**config.mk**
```make
export PLATFORM = sky130hd
export DESIGN_NAME = led_blink_sequencer
export DESIGN_NICKNAME = d
export VERILOG_FILES = /design/src/rtl/led_blink_sequencer.sv
export SDC_FILE = /design/constraint.sdc
export NUM_CORES = 1
export LEC_CHECK = 0
export BUFFER_PORTS_ARGS = -buffer_cell sky130_fd_sc_hd__buf_2
export CAP_MARGIN = 20
export CELL_PAD_IN_SITES_DETAIL_PLACEMENT = 1
export CELL_PAD_IN_SITES_GLOBAL_PLACEMENT = 2
export CORE_ASPECT_RATIO = 0.8
export CORE_MARGIN = 10
export CORE_UTILIZATION = 35
export DETAILED_ROUTE_END_ITERATION = 12
export PLACE_DENSITY_LB_ADDON = 0.1
export SYNTH_ARGS = -nofsm -noshare
export SYNTH_HDL_FRONTEND = slang
export SYNTH_SLANG_ARGS = --single-unit
```
**constraint.sdc**
```tcl
create_clock -name i_clk -period 3.5 [get_ports i_clk]
set_input_delay 0.35 -clock i_clk [delete_from_list [all_inputs] [get_ports i_clk]]
set_output_delay 0.35 -clock i_clk [all_outputs]
set_load 0.05 [all_outputs]
```
**src/rtl/led_blink_sequencer.sv**
```systemverilog
// led_blink_sequencer: single-command blink engine driving active-low LEDs from a prescaler tick.
// Define LED_PERSIST_EN to keep the LED lit in IDLE after a finite sequence completes.
module led_blink_sequencer #(
    parameter int CLK_HZ   = 27000000,
    parameter int TICK_HZ  = 1000,
    parameter int NUM_LEDS = 6,
    parameter int PER_W    = 16,
    parameter int CNT_W    = 8
) (
    input  logic                        i_clk,
    input  logic                        i_rst,
    input  logic                        i_cmd_valid,
    output logic                        o_cmd_ready,
    input  logic [$clog2(NUM_LEDS)-1:0] i_cmd_led,
    input  logic [PER_W-1:0]            i_cmd_period,
    input  logic [CNT_W-1:0]            i_cmd_count,
    input  logic                        i_abort,
    output logic [NUM_LEDS-1:0]         o_led,
    output logic                        o_busy,
    output logic                        o_done
);
    localparam int DIV   = CLK_HZ / TICK_HZ;
    localparam int PRE_W = $clog2(DIV);
    localparam int IDX_W = $clog2(NUM_LEDS);
`ifdef LED_PERSIST_EN
    localparam bit PERSIST = 1'b1;
`else
    localparam bit PERSIST = 1'b0;
`endif

    typedef enum logic [1:0] {IDLE, ON, OFF} state_t;

    state_t              r_state;
    logic [PRE_W-1:0]    r_pre;
    logic [PER_W-1:0]    r_tcnt;
    logic [PER_W-1:0]    r_per;
    logic [CNT_W-1:0]    r_rem;
    logic [IDX_W-1:0]    r_sel;
    logic [NUM_LEDS-1:0] r_led_n;
    logic                r_done;

    logic                w_accept;
    logic                w_idx_ok;
    logic                w_tick;
    logic                w_end;
    logic [NUM_LEDS-1:0] w_cmd_n;
    logic [NUM_LEDS-1:0] w_sel_n;

    assign o_cmd_ready = (r_state == IDLE) && !i_abort;
    assign w_accept    = i_cmd_valid && o_cmd_ready;
    assign w_idx_ok    = {1'b0, i_cmd_led} < (IDX_W + 1)'(NUM_LEDS);
    assign w_tick      = r_pre == PRE_W'(DIV - 1);
    assign w_end       = w_tick && (r_tcnt == r_per - 1'b1);
    assign w_cmd_n     = ~(NUM_LEDS'(1) << i_cmd_led);
    assign w_sel_n     = ~(NUM_LEDS'(1) << r_sel);

    assign o_led  = r_led_n;
    assign o_busy = r_state != IDLE;
    assign o_done = r_done;

    always_ff @(posedge i_clk) begin
        if (i_rst) begin
            r_state <= IDLE;
            r_pre   <= '0;
            r_tcnt  <= '0;
            r_per   <= '0;
            r_rem   <= '0;
            r_sel   <= '0;
            r_led_n <= '1;
            r_done  <= 1'b0;
        end else begin
            r_done <= 1'b0;
            r_pre  <= (w_accept || w_tick) ? '0 : r_pre + 1'b1;
            if (r_state == IDLE) begin
                // abort in IDLE only clears a persisted LED
                if (i_abort) begin
                    r_led_n <= '1;
                end else if (w_accept && w_idx_ok) begin
                    r_state <= ON;
                    r_sel   <= i_cmd_led;
                    r_per   <= (i_cmd_period == '0) ? PER_W'(1) : i_cmd_period;
                    r_rem   <= i_cmd_count;
                    r_tcnt  <= '0;
                    r_led_n <= w_cmd_n;
                end else if (w_accept) begin
                    r_done <= 1'b1;
                end
            end else if (i_abort) begin
                r_state <= IDLE;
                r_tcnt  <= '0;
                r_led_n <= '1;
                r_done  <= 1'b1;
            end else if (w_end) begin
                r_tcnt <= '0;
                if (r_state == ON) begin
                    r_state <= OFF;
                    r_led_n <= '1;
                end else if (r_rem == CNT_W'(1)) begin
                    r_state <= IDLE;
                    r_done  <= 1'b1;
                    r_led_n <= PERSIST ? w_sel_n : '1;
                end else begin
                    r_state <= ON;
                    r_led_n <= w_sel_n;
                    if (r_rem != '0) r_rem <= r_rem - 1'b1;
                end
            end else if (w_tick) begin
                r_tcnt <= r_tcnt + 1'b1;
            end
        end
    end
endmodule

```
=== Word-level counts from Yosys, hierarchy flattened ===
Cells that the tools add are included.

* Add/subtract/negate cells: 4
* $mul: 0
* Divide/modulo/power cells: 0
* Magnitude comparators: 1
* Equality and inequality tests: 9
* Shift operators: 2
* Multiplexer cells: 37
* Bitwise gates (word level): 3
* Reduce and logical (&&, ||, !) cells: 20

{| class="wikitable"
|+ Operator list
! cell !! number
|-
| 16-bit two-way mux || 7
|-
| 8-bit two-way mux || 8
|-
| 6-bit two-way mux || 7
|-
| 16-bit by 1-bit adder with 16-bit output, second input constant || 1
|-
| 16-bit equality test || 1
|-
| 16-bit logical NOT || 1
|-
| 16-bit by 1-bit subtractor with 16-bit output, second input constant || 1
|-
| 15-bit by 1-bit adder with 15-bit output, second input constant || 1
|-
| 15-bit equality test, second input constant || 1
|-
| 2-bit two-way mux || 6
|-
| 6-bit inverter || 2
|-
| 1-bit by 3-bit << shifter with 6-bit output, first input constant || 2
|-
| 1-bit two-way mux || 9
|-
| 3-bit AND reduction || 3
|-
| 8-bit by 1-bit equality test with 1-bit output, second input constant || 1
|-
| 8-bit nonzero test || 1
|-
| 8-bit by 1-bit subtractor with 8-bit output, second input constant || 1
|-
| 2-bit != test, second input constant || 3
|-
| 6-bit AND reduction || 1
|-
| 2-bit nonzero test || 3
|-
| 1-bit logical AND || 4
|-
| 4-bit nonzero test || 1
|-
| 3-bit less-than comparator, second input constant || 1
|-
| 3-bit by 2-bit != test with 1-bit output, second input constant || 1
|-
| 9 further kinds || 9
|}

* Bits in registers: 67
* Bits in latches: 0
* Bits in writable memories: 0
* Memory bits (read-only): 0
* Input port bits: 31
* Output and inout bits: 9
* Word-level logic and storage cells: 84
* Memories kept: 0

=== Depth between registers and ports, before layout ===
* Depth after elaboration: 7
* Depth in mapped cells: 11
* Mapped depth without buffers: 10

=== Worst setup path after synthesis ===
No wires, ideal clock.

* Path kind: reg2reg
* Start point: reg r_state[1]
* End point: reg r_tcnt[14]
* Library setup time: 0.120 ns
* Arrival: 3.024 ns
* Data required time: 3.380 ns
* Path slack: 0.356 ns
* Cell stages (with the launch flop): 9
* Path buffers: 0
* Period minus slack after synthesis: 3.144 ns
* Cells stage by stage: dfxtp_1 > nor3_1 > nand3_1 > a21boi_1 > and3_1 > nor2b_1 > nand4_1 > and3_1 > a211o_1

* Cells in the longest elaborated chain, start to end: 6
* Elaborated cells on any way between the ends: 9
* Classes of those cells: eq/ne: 2; mux: 1; reduce/logical: 6

{| class="wikitable"
|+ RTL lines
! what !! RTL line !! source
|-
| from (decl) || 33 || <nowiki>state_t r_state;</nowiki>
|-
| from (signal assigned) || 63 || <nowiki>r_state <= IDLE;</nowiki>
|-
| from (signal assigned) || 79 || <nowiki>r_state <= ON;</nowiki>
|-
| from (signal assigned) || 89 || <nowiki>r_state <= IDLE;</nowiki>
|-
| 2-bit logical NOT || 49 || <nowiki>assign o_cmd_ready = (r_state == IDLE) && !i_abort;</nowiki>
|-
| 1-bit logical AND || 49 ||
|-
| named net o_cmd_ready || 13 || <nowiki>output logic o_cmd_ready,</nowiki>
|-
| 1-bit logical AND || 50 || <nowiki>assign w_accept = i_cmd_valid && o_cmd_ready;</nowiki>
|-
| 1-bit logical AND || 78 || <nowiki>end else if (w_accept && w_idx_ok) begin</nowiki>
|-
| 2-bit by 1-bit != test with 1-bit output (no line) || n/a ||
|-
| 3-bit AND reduction (no line) || n/a ||
|-
| to (signal assigned) || 108 || <nowiki>r_tcnt <= r_tcnt + 1'b1;</nowiki>
|-
| to (decl) || 35 || <nowiki>logic [PER_W-1:0] r_tcnt;</nowiki>
|}

The timed path passes the listed nets, and every way through them passes these cells.
A chain may end at the register's enable or synchronous reset.

=== Worst setup path in the final report ===
* Start point: reg r_per[4]
* End point: reg r_led_n[1], in the netlist o_led[1]

* Cells in the longest elaborated chain, start to end: 5

{| class="wikitable"
|+ RTL lines
! what !! RTL line !! source
|-
| from (decl) || 36 || <nowiki>logic [PER_W-1:0] r_per;</nowiki>
|-
| from (signal assigned) || 81 || <nowiki>r_per <= (i_cmd_period == '0) ? PER_W'(1) : i_cmd_period;</nowiki>
|-
| 16-bit by 1-bit subtractor with 16-bit output || 53 || <nowiki>assign w_end = w_tick && (r_tcnt == r_per - 1'b1);</nowiki>
|-
| 16-bit equality test || 53 ||
|-
| 1-bit logical AND || 53 ||
|-
| 3-bit nonzero test (no line) || n/a ||
|-
| 2-bit AND reduction (no line) || n/a ||
|-
| to (signal assigned) || 84 || <nowiki>r_led_n <= w_cmd_n;</nowiki>
|-
| to (signal assigned) || 101 || <nowiki>r_led_n <= PERSIST ? w_sel_n : '1;</nowiki>
|-
| to (signal assigned) || 104 || <nowiki>r_led_n <= w_sel_n;</nowiki>
|-
| to (decl) || 39 || <nowiki>logic [NUM_LEDS-1:0] r_led_n;</nowiki>
|}

No other way between the ends.

==> impl_metrics.ini <==
[min_path]
hold_class = in2reg

[timing]
tightest_slew_ps = 926
period_needed_ps = 3000
hold_viol_final = 0
grt_setup_unrepaired = no
tns_ps = 0
skew_ps = 6.85
slew_headroom_pct = 38.3
slew_violations = 0
fmax_mhz = 333
finalCritPeriodShare_pct = 85.7
setup_viol = 0

[clock_tree]
cts_buffers = 9
clk_pin_slew_ps = 60
cts-htree-levels = 3
postCtsSetupBuffers = 0
cts_tree = done
root_buffer = clkbuf_16
cts_buffer_depth = 2
ctsHoldBuffers = 0
clock_latency_ps = 340
cts_sinks = 67

[logic_synthesis]
synthFlopType = dfxtp_1
synth_area_per_cell_um2 = 7.92
synth_edf_count = 0
synth_top_area_share_pct = 36.2
async_flop_share_pct = 0
synth_cell_type_count = 58
synthCells = 468
syn_area_um2 = 3710
ys_seq_area_share_pct = 36.2
syn_nets = 504
synth_warnings = 0
synth_area_leaders = dfxtp_1 36%, nor2_1 6.6%, nand2_1 6.5%
postSynthRegisterBits = 67
yosys.area.top_type = dfxtp_1

[floorplan]
core.rowCount = 33
io_pins = 40
fp.dieArea_um2 = 15100
core_um2 = 10300
start_util_pct = 36.1
die_w_um = 135
chipHeight_um = 112

[drt]
drt-initial-drc-count = 120
wl_met2_um = 4810
dr.max_layer_used = met4
wl_met1_um = 4960
via_per_inst = 5.31
ant_nets = 0
wl_per_cell_um = 15.9
drc = 0
num_vias = 3444
met3_wirelength_um = 441
drtPass1Iterations = 4
wl_um = 10300

[layout]
fillers = 1257
areaGrowthSynthToFinish_pct = 17.8
final_common_cell = dfxtp_1
fin_area_um2 = 4370
mostFrequentLayoutCells = 67 x dfxtp_1, 65 x nor2_1, 64 x nand2_1
final_util_pct = 42.5
drive_gt1_share_pct = 14.7
nNetsFinal = 540
n_antenna_cell = 0

[worst_setup_path]
endpoint_kind = flip-flop
worstSetupPathType = reg2reg
critical_path_peak_fanout = 12
r2r_setup_slack_ps = 500
crit_required_ps = 3790
cp-start-kind = flip-flop
crit_arrival_ps = 3290

[global_route]
grt_max_degree = 51
antenna_found_initial = 0
grt_pass1_vias = 3616
grt_pass1_wl_um = 17800
grt_overflow = 0
grt_usage_pct = 14.2

[pwr]
p_leak_nw = 1.63
power_density_nw_per_um2 = 478
ir_drop_v = 0.000194

[placed_design]
dp_hpwl_um = 7780
placed_area_um2 = 4040
port_buffers = 39
place.gp.congestion = 0.783

[flow_run]
cap_violations = 0

[outcome]
outcome = finished, final reports clean
==> registers in the layout, summed over array words and instances, names as in the netlist <==
signal	flops
o_led	6
r_rem	8
r_tcnt	16
r_state	2
r_per	16
r_pre	15
r_sel	3
o_done	1
==> per-stage QoR <==
step                std cells  power, mW  hold slack, ps  setup slack, ps
floorplan                 468       1.03             429              356
global placement          633       1.11             444              448
detailed placement        633       1.11             453              300
CTS                       649       2.12             253              287
global route              649       2.19             272              118
finish                    649       2.09             262              500
==> Yosys cell counts, types with 4 or more instances <==
master	instances
or3_1	4
a21oi_1	33
nand4_1	8
inv_1	13
nand2_1	64
nor3b_1	5
nor4_1	11
mux2i_1	8
a211o_2	4
nor3_1	20
clkbuf_1	16
nand2b_1	6
ha_1	5
and3_1	7
nor2_1	65
xor2_1	22
dfxtp_1	67
nand3_1	16
o21ai_0	10
xnor2_1	24
==> report_power, final <==
part           total (mW)  switching (mW)  internal (mW)
clock               0.991           0.362          0.629
combinational       0.283           0.172          0.111
sequential          0.813          0.0280          0.785
total                2.09           0.561           1.53
==> logic make-up (layout without fill, tap and decap cells) <==
family | after synthesis | in the layout | share of synthesized area [%]
flops | 67 | 67 | 36.2
xor+xnor | 46 | 46 | 10.9
simple gates | 225 | 225 | 30.0
buf+inv | 35 | 76 | 3.95
mux | 10 | 10 | 2.77
compound gates | 80 | 80 | 14.5
fa+ha+maj | 5 | 5 | 1.69
==> worst paths after layout <==
path                          from        end  cells past startpoint
hold reg to reg           o_led[5]   o_led[5]                      1
hold / removal    i_cmd_period[10]  r_per[10]                      3
setup reg to reg          r_per[4]   o_led[1]                      8
setup / recovery          r_per[4]   o_led[1]                      8
==> routing by layer <==
layer	GRT usage (%)	vias up
li1	-	1716
met1	17.5	1674
met2	23.2	42
met3	4.28	12
met4	4.73	0
met5	0	-
==> final cells by class <==
class                           count  area (um2)  share of cell area, %
Clock inverter                      7         100                   2.29
Multi-Input combinational cell    366        2220                   50.9
Sequential cell                    67        1340                   30.7
Tap cell                          140         175                   4.01
Timing Repair Buffer               46         248                   5.67
Clock buffer                        9         225                   5.16
Inverter                           14        52.6                   1.20
==> timing repair <==
action                                  4_1_cts  5_1_grt
gates resized for setup                       0        1
endpoints found under the setup margin        0        2
endpoints found under the hold margin         0        0
==> critical path: stages (launching register included) <==
cell and delay (ps):
dfxtp_1 530, nor4_4 130, and4b_1 230, or4_1 570, a221oi_1 370, o2111ai_2 270, o21a_1 380, a221oi_1 310
a211o_2 150
Power figures use the tool's default switching activity.
